==> src/rtl/cacheline_adaptor.sv <==
// cacheline_adaptor: bridges the cache's atomic 256-bit line transfer to
// physical memory's 4-beat x 64-bit burst protocol. The full line lives in
// an internal buffer; the cache sees one resp_o pulse per completed line.
module cacheline_adaptor (
    input  logic         clk,
    input  logic         rst,

    input  logic [255:0] line_i,
    output logic [255:0] line_o,
    input  logic [31:0]  address_i,
    input  logic         read_i,
    input  logic         write_i,
    output logic         resp_o,

    input  logic [63:0]  burst_i,
    output logic [63:0]  burst_o,
    output logic [31:0]  address_o,
    output logic         read_o,
    output logic         write_o,
    input  logic         resp_i
);

    typedef enum logic [2:0] {
        IDLE,
        RD_BURST,
        RD_DONE,
        WR_BURST,
        WR_DONE
    } state_t;

    state_t         state_q, state_d;
    logic [1:0]     cnt_q;
    logic [255:0]   buf_q;
    logic [31:0]    addr_q;

    // The line buffer is visible at all times; it only holds a filled line in RD_DONE.
    assign line_o    = buf_q;
    // Masking keeps the burst address 32-byte aligned without dropping stored bits.
    assign address_o = addr_q & ~32'h0000_001F;

    // State register.
    always_ff @(posedge clk) begin
        if (rst) state_q <= IDLE;
        else     state_q <= state_d;
    end

    // Next-state and memory/cache handshake outputs.
    always_comb begin
        state_d = state_q;
        read_o  = 1'b0;
        write_o = 1'b0;
        resp_o  = 1'b0;
        burst_o = '0;
        case (state_q)
            IDLE: begin
                if (write_i)     state_d = WR_BURST;
                else if (read_i) state_d = RD_BURST;
            end
            RD_BURST: begin
                read_o = 1'b1;
                if (resp_i && cnt_q == 2'd3) state_d = RD_DONE;
            end
            RD_DONE: begin
                resp_o  = 1'b1;
                state_d = IDLE;
            end
            WR_BURST: begin
                write_o = 1'b1;
                burst_o = buf_q[{cnt_q, 6'd0} +: 64];
                if (resp_i && cnt_q == 2'd3) state_d = WR_DONE;
            end
            WR_DONE: begin
                resp_o  = 1'b1;
                state_d = IDLE;
            end
            default: state_d = IDLE;
        endcase
    end

    // Request latching, beat counting and read-beat assembly.
    always_ff @(posedge clk) begin
        if (rst) begin
            cnt_q  <= '0;
            buf_q  <= '0;
            addr_q <= '0;
        end else begin
            case (state_q)
                IDLE: begin
                    if (write_i) begin
                        buf_q  <= line_i;
                        addr_q <= address_i;
                        cnt_q  <= '0;
                    end else if (read_i) begin
                        addr_q <= address_i;
                        cnt_q  <= '0;
                    end
                end
                RD_BURST: begin
                    if (resp_i) begin
                        buf_q[{cnt_q, 6'd0} +: 64] <= burst_i;
                        cnt_q <= cnt_q + 2'd1;
                    end
                end
                WR_BURST: begin
                    if (resp_i) cnt_q <= cnt_q + 2'd1;
                end
                default: ;
            endcase
        end
    end

endmodule

==> config.mk <==
export PLATFORM = sky130hd
export DESIGN_NAME = cacheline_adaptor
export DESIGN_NICKNAME = d
export VERILOG_FILES = /design/src/rtl/cacheline_adaptor.sv
export SDC_FILE = /design/constraint.sdc
export NUM_CORES = 1
export LEC_CHECK = 0
export CORE_AREA = 5 5 274 276
export CTS_BUF_LIST = sky130_fd_sc_hd__clkbuf_2 sky130_fd_sc_hd__clkbuf_4 sky130_fd_sc_hd__clkbuf_8
export DETAILED_ROUTE_END_ITERATION = 6
export DIE_AREA = 0 0 279 281
export PLACE_DENSITY = 0.6
export SLEW_MARGIN = 30
export SYNTH_ARGS = -nofsm -noshare
export SYNTH_HDL_FRONTEND = slang
export SYNTH_SLANG_ARGS = --single-unit
==> constraint.sdc <==
create_clock -name clk -period 3.5 [get_ports clk]
set_input_delay 1.05 -clock clk [delete_from_list [all_inputs] [get_ports clk]]
set_output_delay 1.05 -clock clk [all_outputs]
set_load 0.01 [all_outputs]
-- Yosys cells after proc, flatten, opt, wreduce, memory -nomap -nowiden
Cells that the tools add are included.
- flip-flop bits (word level): 293
- input bits: 357
- output and inout bits: 355
- logic and storage cells: 50
- $add $sub $neg: 2
- equality and inequality tests: 11
- shift operators: 3
- mux-type cells: 19
- reductions and logical operators: 11
- operators by type and width (cell ; number):
    256-bit two-way mux ; 2
    256-bit one-hot mux with 2 select lines ; 1
    256-bit bitwise mux ; 1
    64-bit by 10-bit variable shift with 256-bit output (first input constant) ; 1
    256-bit by 9-bit variable part select with 64-bit output ; 1
    64-bit by 10-bit variable part select with 256-bit output ; 1
    32-bit two-way mux ; 2
    64-bit two-way mux ; 1
    3-bit two-way mux ; 4
    8-bit negation with 10-bit output ; 1
    3-bit one-hot mux with 3 select lines ; 1
    3-bit AND reduction ; 3
    2-bit != test (second input constant) ; 4
    3-bit by 2-bit equality test with 1-bit output (second input constant) ; 2
    2-bit two-way mux ; 3
    2-bit nonzero test ; 3
    2-bit one-hot mux with 2 select lines ; 1
    2-bit OR reduction ; 2
    3-bit by 1-bit equality test with 1-bit output (second input constant) ; 1
    3-bit equality test (second input constant) ; 1
    3-bit logical NOT ; 1
    1-bit two-way mux ; 3
    3-bit != test (second input constant) ; 1
    2-bit by 1-bit adder with 2-bit output (second input constant) ; 1
    other kinds (4) ; 4

-- Logic depth before layout (Yosys ltp)
Gate-level depths: netlist (run 1).
- word-level depth: 5
- depth in mapped cells: 10
- depth with buffers taken out: 5

-- Worst setup path after synthesis (run 1)
OpenSTA, ideal clock, no wires.
- kind: register -> output
- start point: reg cnt_q[0]
- end point: out burst_o[35]
- arrival: 1.722 ns
- data required time: 2.450 ns
- path slack: 0.728 ns
- stages on the path, launching flop included: 6
- buffers on the path: 3
- cell sequence: dfxtp_1 -> buf_2 -> buf_4 -> buf_2 -> mux4_2 -> and3_1
- cells in the longest elaborated chain, start to end: 2
- RTL lines (element ; line ; RTL):
    start: declaration ; 32 ; logic [1:0] cnt_q;
    start signal: assignment ; 101 ; cnt_q <= cnt_q + 2'd1;
    start signal: assignment ; 105 ; if (resp_i) cnt_q <= cnt_q + 2'd1;
    256-bit by 9-bit variable part select with 64-bit output ; 69 ; burst_o = buf_q[{cnt_q, 6'd0} +: 64];
    64-bit two-way mux ; 54 ; case (state_q)
    end: declaration ; 16 ; output logic [63:0] burst_o,
Every way passes these cells.

-- Worst setup path in the final report (run 1)
- start point: reg cnt_q[0]
- end point: out burst_o[53]
Same word-level chain as after synthesis.

==> results.txt, run 1 <==
----------------------------------------------------
[Yosys]
  Portion of the post-synthesis area used by sequential elements ... between 30% and 40%
  Synth top cells by count ... sky130_fd_sc_hd__dfxtp_1 (288), sky130_fd_sc_hd__nor2_1 (260), sky130_fd_sc_hd__a22oi_1 (257)
  Cell with the most instances after synthesis ... sky130_fd_sc_hd__dfxtp_1
  Largest area contributor in the netlist ... sky130_fd_sc_hd__dfxtp_1
  Total of flip-flops plus latches after synthesis ... 288
  Warning count from the yosys run ... 0
  Number of synthesized flops with an enable pin ... 0
  Area share of the largest cell type after synthesis ... about 36%
  Share of flip-flops with an asynchronous set or reset after synthesis ... 0%
  Gate Count Post-Synth ... 1624
  Prevailing post-synth register cell ... sky130_fd_sc_hd__dfxtp_1
  Top cells by area, synth ... sky130_fd_sc_hd__dfxtp_1 (36%), sky130_fd_sc_hd__a22oi_1 (12%), sky130_fd_sc_hd__a221oi_1 (12%)
  Number of distinct library cells after synthesis ... 39
  Synthesized area divided by synthesized cell count ... around 10 sq um
  Post-Syn Area ... 0.0160 sq mm

[Detailed routing]
  Total Wirelength ... about 92000 um
  Post-DR wirelength/cell ... 28.4 um
  Post-detailed-route via-to-cell ratio ... between 5 and 6
  First-pass iteration count of the detailed router ... 6
  Antenna Nets Post-Route ... 0
  Starting DRC count in detailed routing ... approximately 2000
  DR DRC count ... 0
  Detailed-route via count ... approximately 19000

[Floorplanning]
  Initial Util ... 22.1%
  Floorplan die area ... roughly 0.078 sq mm
  Std-Cell Rows ... about 100
  Die span in x ... 279 um
  Die boundary height ... 281 um
  Placeable core region ... 0.0723 sq mm
  Number of I/O pins ... a little over 700

[Pwr]
  Internal power contribution ... roughly 7500 uW
  Peak supply drop ... ~0.00032 V
  Leakage power summed over all cells ... just over 0.009 uW
  Power share of the combinational group ... between 30% and 40%
  Power Density ... between 400 and 500 mW/mm^2
  Switch Pwr ... about 3700 uW
  Part of the total power dissipated in the clock network ... 31.4%
  Sequential fraction of design power ... between 30% and 40%
  Switching portion of total power ... about 33%

[Critical path]
  Data required time of the critical path ... 2.45 ns
  Critical Path Sink Type ... output pin
  Maximum fanout along the worst path ... 7
  Launching element type of the critical path ... flip-flop
  Critical Path AT ... 2.35 ns
  Critical path type ... flip-flop to output pin

[GRT]
  Total GRT Usage ... 21.9%
  Largest net degree at the start of global routing ... between 100 and 150
  Antenna violations before repair ... 6
  First-pass GRT wire length ... around 130000 um
  Via count of the first global-routing pass ... 18800
  Global route total overflow ... 0

[CTS]
  Clock latency on the worst-skew pair ... around 0.64 ns
  Largest buffer count on any clock path ... 3
  Clock transition time at the flip-flop clock pins of the worst setup and hold paths ... ~0.070 ns
  H-tree levels ... 2
  Root Buffer ... sky130_fd_sc_hd__clkbuf_8
  Number of sinks handled by clock tree synthesis ... roughly 290
  Clock tree from TritonCTS ... yes
  Clock buffer count from CTS ... 54

[STA]
  Worst hold slack ... 0.476 ns
  Final cycle utilization of the critical path ... 97.3%
  Least-Margin Pin Slew ... approximately 0.84 ns
  Final hold violation count ... 0
  Pins Over Slew Limit ... 0
  Worst relative slew slack ... 43.8%
  Final worst path period need ... approximately 3.4 ns
  RSZ-0062 raised after global routing ... yes
  Final Setup Violations ... 0
  Final Skew ... ~0.017 ns
  Maximum clock frequency ... between 200 and 300 MHz

[Place]
  Detail Placement HPWL ... just under 60000 um
  Port buffer count ... ~700
  Routability cong. ... approximately 0.9
  Post-detailed-placement cell area ... approximately 0.024 sq mm

[Final layout]
  Post-route design area ... 0.0254 sq mm
  Number of nets in the final layout ... 2617
  Fraction of final layout cells with drive strength greater than 1 ... 19.5%
  Layout overhead on the synthesized area ... 58.9%

[Min path]
  Hold crit path type ... flip-flop to flip-flop

[Run status]
  Status ... complete, no violations

[Flow run]
  Max-cap check violation count ... 0

----------------------------------------------------
## cells in the final DEF, fill, tap and decap left out, drive strengths merged, types with 2 or more instances in the layout
cell           synthesis  final
and3                  64     64
nor2                 260    260
o21ai                 28     28
or2                    2      2
dlygate4sd2            0     18
a21oi                 33     33
conb                   1      5
ha                     6      6
a221oi               256    256
clkdlybuf4s50          0    636
diode                  0      5
nand2                  7      7
o211ai                 2      2
mux4                  64     64
and4bb                68     68
clkbuf               105     99
nand3                 33     33
inv                    4      6
dfxtp                288    288
buf                  133    139
clkdlybuf4s15          0      5
clkinv                 0      3
a22oi                257    257
nor3                   2      2
## metal layers
| metal | vias to the layer above | global-route usage [%] | routed length (um) |
|---|---|---|---|
| li1 | 7766 | - | - |
| met1 | 9170 | 27.4 | 34900 |
| met4 | 0 | 9.50 | 3870 |
| met3 | 248 | 5.41 | 9500 |
| met2 | 1330 | 35.9 | 44100 |
| met5 | - | 0 | 0 |
## final cells by class
cell class / instances / area, sq um
Fill cell: 7299 / 47000
Multi-Input combinational cell: 1098 / 8980
Timing Repair Buffer: 808 / 8270
Sequential cell: 288 / 5780
Tap cell: 959 / 1200
Clock buffer: 90 / 1090
Clock inverter: 5 / 32.5
Inverter: 4 / 15.0
Antenna cell: 5 / 12.5
## registers in the layout, summed over array words and instances, names as in the netlist
register	flops
addr_q	27
state_q	3
cnt_q	2
line_o	256
## worst max-delay path: stages (launching register included)
cell                      delay (ns)
sky130_fd_sc_hd__dfxtp_4        0.39
sky130_fd_sc_hd__buf_12         0.12
sky130_fd_sc_hd__buf_4          0.11
sky130_fd_sc_hd__buf_12         0.15
sky130_fd_sc_hd__buf_4          0.13
sky130_fd_sc_hd__mux4_2         0.47
sky130_fd_sc_hd__and3_4         0.20
sky130_fd_sc_hd__buf_6          0.12
## cells by family after synthesis
group / share of synthesized area (%)
AOI/OAI and AO/OA: 29.7
DFF: 36.1
adders and majority gates: 0.470
xor gates and xnor gates: 0.0548
and+or+nand+nor: 16.0
buffers and inverters: 8.59
other: 0.0235
muxes: 9.02
## power groups by stage
stage	Sequential (uW)	Combinational, uW	Clock, uW
2_1_floorplan	4120	1600	0
6_report	4020	3650	3510
3_5_place_dp	4070	3490	0
3_3_place_gp	4060	3440	0
5_1_grt	4050	3860	3780
4_1_cts	4010	3620	3600
## per-stage QoR
| stage | TNS (ns) | setup WS, ns | power, uW | instances | util (%) |
|---|---|---|---|---|---|
| floorplan | 0 | 0.728 | 5720 | 1628 | - |
| global placement | 0 | 0.447 | 7500 | 3112 | 32.8 |
| detailed placement | 0 | 0.374 | 7560 | 3112 | 32.8 |
| CTS | -0.266 | -0.114 | 11200 | 3247 | 35.0 |
| global route | -0.0118 | -0.0103 | 11700 | 3256 | 35.1 |
| finish | 0 | 0.0952 | 11200 | 3257 | 35.1 |
## what timing repair did
action / 4_1_cts / 5_1_grt
hold endpoints to repair: 0 / 0
setup buffers: 33 / 7
endpoints found under the setup margin: 66 / 33
hold buffers: 0 / 0
resized for setup: 203 / 39
gates cloned: 7 / 0
## final timing paths
kind | depth (start not counted) | slack [ns] | startpoint | endpoint
max | 7 | 0.1 | cnt_q[0] | burst_o[53]
min | 2 | 0.48 | addr_q[5] | addr_q[5]
max reg2reg | 10 | 0.47 | cnt_q[0] | line_o[184]
min reg2reg | 2 | 0.48 | addr_q[5] | addr_q[5]
(Power assumes the default switching activity.)
==> inputs of run 2 (changes only) <==
--- a/config.mk
+++ b/config.mk
@@ -9,7 +9,7 @@
 export CTS_BUF_LIST = sky130_fd_sc_hd__clkbuf_2 sky130_fd_sc_hd__clkbuf_4 sky130_fd_sc_hd__clkbuf_8
 export DETAILED_ROUTE_END_ITERATION = 6
 export DIE_AREA = 0 0 279 281
-export PLACE_DENSITY = 0.6
+export PLACE_DENSITY_LB_ADDON = 0.1
 export SLEW_MARGIN = 30
 export SYNTH_ARGS = -nofsm -noshare
 export SYNTH_HDL_FRONTEND = slang
==> results.txt, run 2 (synthesis results as in run 1) <==
----------------------------------------------------
[CTS]
  H-tree levels ... 2
  Clock transition time at the flip-flop clock pins of the worst setup and hold paths ... roughly 0.06 ns
  Clock buffer count from CTS ... 59
  Number of sinks handled by clock tree synthesis ... around 290
  Clock tree from TritonCTS ... yes
  Largest buffer count on any clock path ... 3
  Root Buffer ... sky130_fd_sc_hd__clkbuf_8
  Clock latency on the worst-skew pair ... between 0.6 and 0.7 ns
  Total of hold buffers inserted after clock tree synthesis ... 0

[Place]
  Worst setup timing slack at the placement stage ... between 0.3 and 0.4 ns
  Port buffer count ... roughly 700
  Detail Placement HPWL ... 65400 um
  Post-detailed-placement cell area ... roughly 0.024 sq mm
  Routability cong. ... between 0.8 and 0.9

[Final layout]
  Layout overhead on the synthesized area ... 58.9%
  Commonest non-fill, non-tap cell in the layout ... sky130_fd_sc_hd__clkdlybuf4s50_1
  Top library cells by usage in the layout, fill and taps aside ... sky130_fd_sc_hd__clkdlybuf4s50_1 (635), sky130_fd_sc_hd__dfxtp_1 (283), sky130_fd_sc_hd__nor2_1 (260)
  Fraction of final layout cells with drive strength greater than 1 ... between 15 and 20%
  Max FFs per register ... roughly 260
  Number of inserted filler cells in the final layout ... between 7000 and 8000
  Number of nets in the final layout ... about 2600
  Post-Route Utilization ... 35.1%
  Post-route design area ... roughly 0.025 sq mm

[Critical path]
  Worst setup slack for register-to-register paths ... 0.40 ns
  Critical path type ... flip-flop to output pin
  Capture instance of the worst register-to-register path ... line_o[86]
  Launching element type of the critical path ... flip-flop
  Critical Path AT ... ~2.4 ns
  Data required time of the critical path ... 2.45 ns
  Reg2reg start ... cnt_q[0]
  Register-to-Register Path Depth ... 10
  Critical Path Sink Type ... output pin
  Maximum fanout along the worst path ... 6

[Flow run]
  Max-cap check violation count ... 0

[Floorplanning]
  Die span in x ... between 200 and 300 um
  Floorplan die area ... 0.0784 sq mm
  Die boundary height ... 281 um
  Std-Cell Rows ... 99
  Placeable core region ... slightly above 0.07 sq mm
  Number of I/O pins ... a little over 700
  Initial Util ... 22.1%

[GRT]
  Largest net degree at the start of global routing ... about 120
  Total GRT Usage ... between 20% and 30%
  Global route total overflow ... 0
  Via count of the first global-routing pass ... between 15000 and 20000
  Antenna violations before repair ... 21
  First-pass GRT wire length ... roughly 140000 um

[Min path]
  Min-Delay Startpoint ... addr_q[29]
  Hold crit path type ... flip-flop to flip-flop
  Worst Hold Depth ... 2
  Worst Hold Endpoint ... addr_q[29]

[Detailed routing]
  Total Wirelength ... ~100000 um
  Starting DRC count in detailed routing ... between 1500 and 2000
  Post-detailed-route via-to-cell ratio ... roughly 5.5
  First-pass iteration count of the detailed router ... 7
  Antenna Nets Post-Route ... 0
  DR DRC count ... 0
  Post-DR wirelength/cell ... around 30 um
  Detailed-route via count ... 18000

[Pwr]
  Post-route total power ... 11500 uW
  Leakage power summed over all cells ... 0.00919 uW
  Peak supply drop ... approximately 0.00026 V
  Power Density ... between 400 and 500 mW/mm^2

[STA]
  Worst relative slew slack ... ~44%
  Maximum clock frequency ... a little under 300 MHz
  Final worst path period need ... 3.41 ns
  Final Setup Violations ... 0
  RSZ-0062 raised after global routing ... no
  Pins Over Slew Limit ... 0
  Final hold violation count ... 0
  Final cycle utilization of the critical path ... 97.3%
  Least-Margin Pin Slew ... roughly 0.84 ns
  Final Skew ... approximately 0.037 ns
  Post-layout worst setup margin ... approximately 0.094 ns

[Run status]
  Status ... complete, no violations

----------------------------------------------------
run 2: changes by cell type in the layout (fill, tap and decap cells not counted), moves of 5 or more:
cell                            change
sky130_fd_sc_hd__and3_4             -5
sky130_fd_sc_hd__buf_6             -11
sky130_fd_sc_hd__buf_16             -5
sky130_fd_sc_hd__clkbuf_2           -8
sky130_fd_sc_hd__clkbuf_8           +5
sky130_fd_sc_hd__dlygate4sd2_1      -6
sky130_fd_sc_hd__buf_2             +19
sky130_fd_sc_hd__and3_1             +5
sky130_fd_sc_hd__buf_8              -6
sky130_fd_sc_hd__buf_12            +13
sky130_fd_sc_hd__diode_2           +12
run 2: how the worst max path moves through the flow:
stage                   from           to  cells past startpoint
finish              cnt_q[0]   burst_o[1]                      5
global route        cnt_q[0]  burst_o[16]                      5
CTS                 cnt_q[0]   burst_o[8]                      7
detailed placement   write_i  line_o[129]                      6
global placement     write_i  line_o[115]                      6
floorplan           cnt_q[0]  burst_o[35]                      5
run 2: timing repair:
item	CTS	global route
setup endpoints to repair	67	24
setup buffers	34	0
pin swaps	2	0
gates cloned	5	0
resized for setup	238	8
run 2: worst max-delay path, stage by stage (launching register included):
cell and delay [ns]:
sky130_fd_sc_hd__dfxtp_4 0.40, sky130_fd_sc_hd__buf_12 0.15, sky130_fd_sc_hd__buf_16 0.14, sky130_fd_sc_hd__mux4_2 0.49, sky130_fd_sc_hd__and3_1 0.19, sky130_fd_sc_hd__dlygate4sd2_1 0.30
run 2: stage by stage:
stage / TNS, ns / instances / hold WS (ns)
floorplan: 0 / 1628 / 0.498
global placement: 0 / 3118 / 0.463
detailed placement: 0 / 3118 / 0.468
CTS: -0.101 / 3258 / 0.475
global route: 0 / 3270 / 0.499
finish: 0 / 3270 / 0.473
run 2: metal layers:
layer | global-route usage, % | up-vias | share of wire [%]
li1 | - | 7766 | -
met4 | 8.80 | 4 | 3.4
met3 | 5.19 | 190 | 7.3
met5 | 0 | - | 0.027
met2 | 40.7 | 887 | 49
met1 | 30.1 | 9145 | 40
run 2: final cells by class:
class                           instances  area [sq um]  area share [%]
Sequential cell                       288          5780            22.8
Clock inverter                          7          73.8           0.291
Timing Repair Buffer                  803          8150            32.1
Inverter                                4          15.0          0.0592
Multi-Input combinational cell       1098          8960            35.3
Clock buffer                           94          1160            4.56
Antenna cell                           17          42.5           0.168
Tap cell                              959          1200            4.73
run 2: report_power, final:
| part | internal, uW | switching (uW) | leakage [uW] |
|---|---|---|---|
| combinational | 1860 | 1840 | 0.00615 |
| clock | 2150 | 1690 | 0.000660 |
| sequential | 3660 | 344 | 0.00238 |
| total | 7660 | 3880 | 0.00919 |
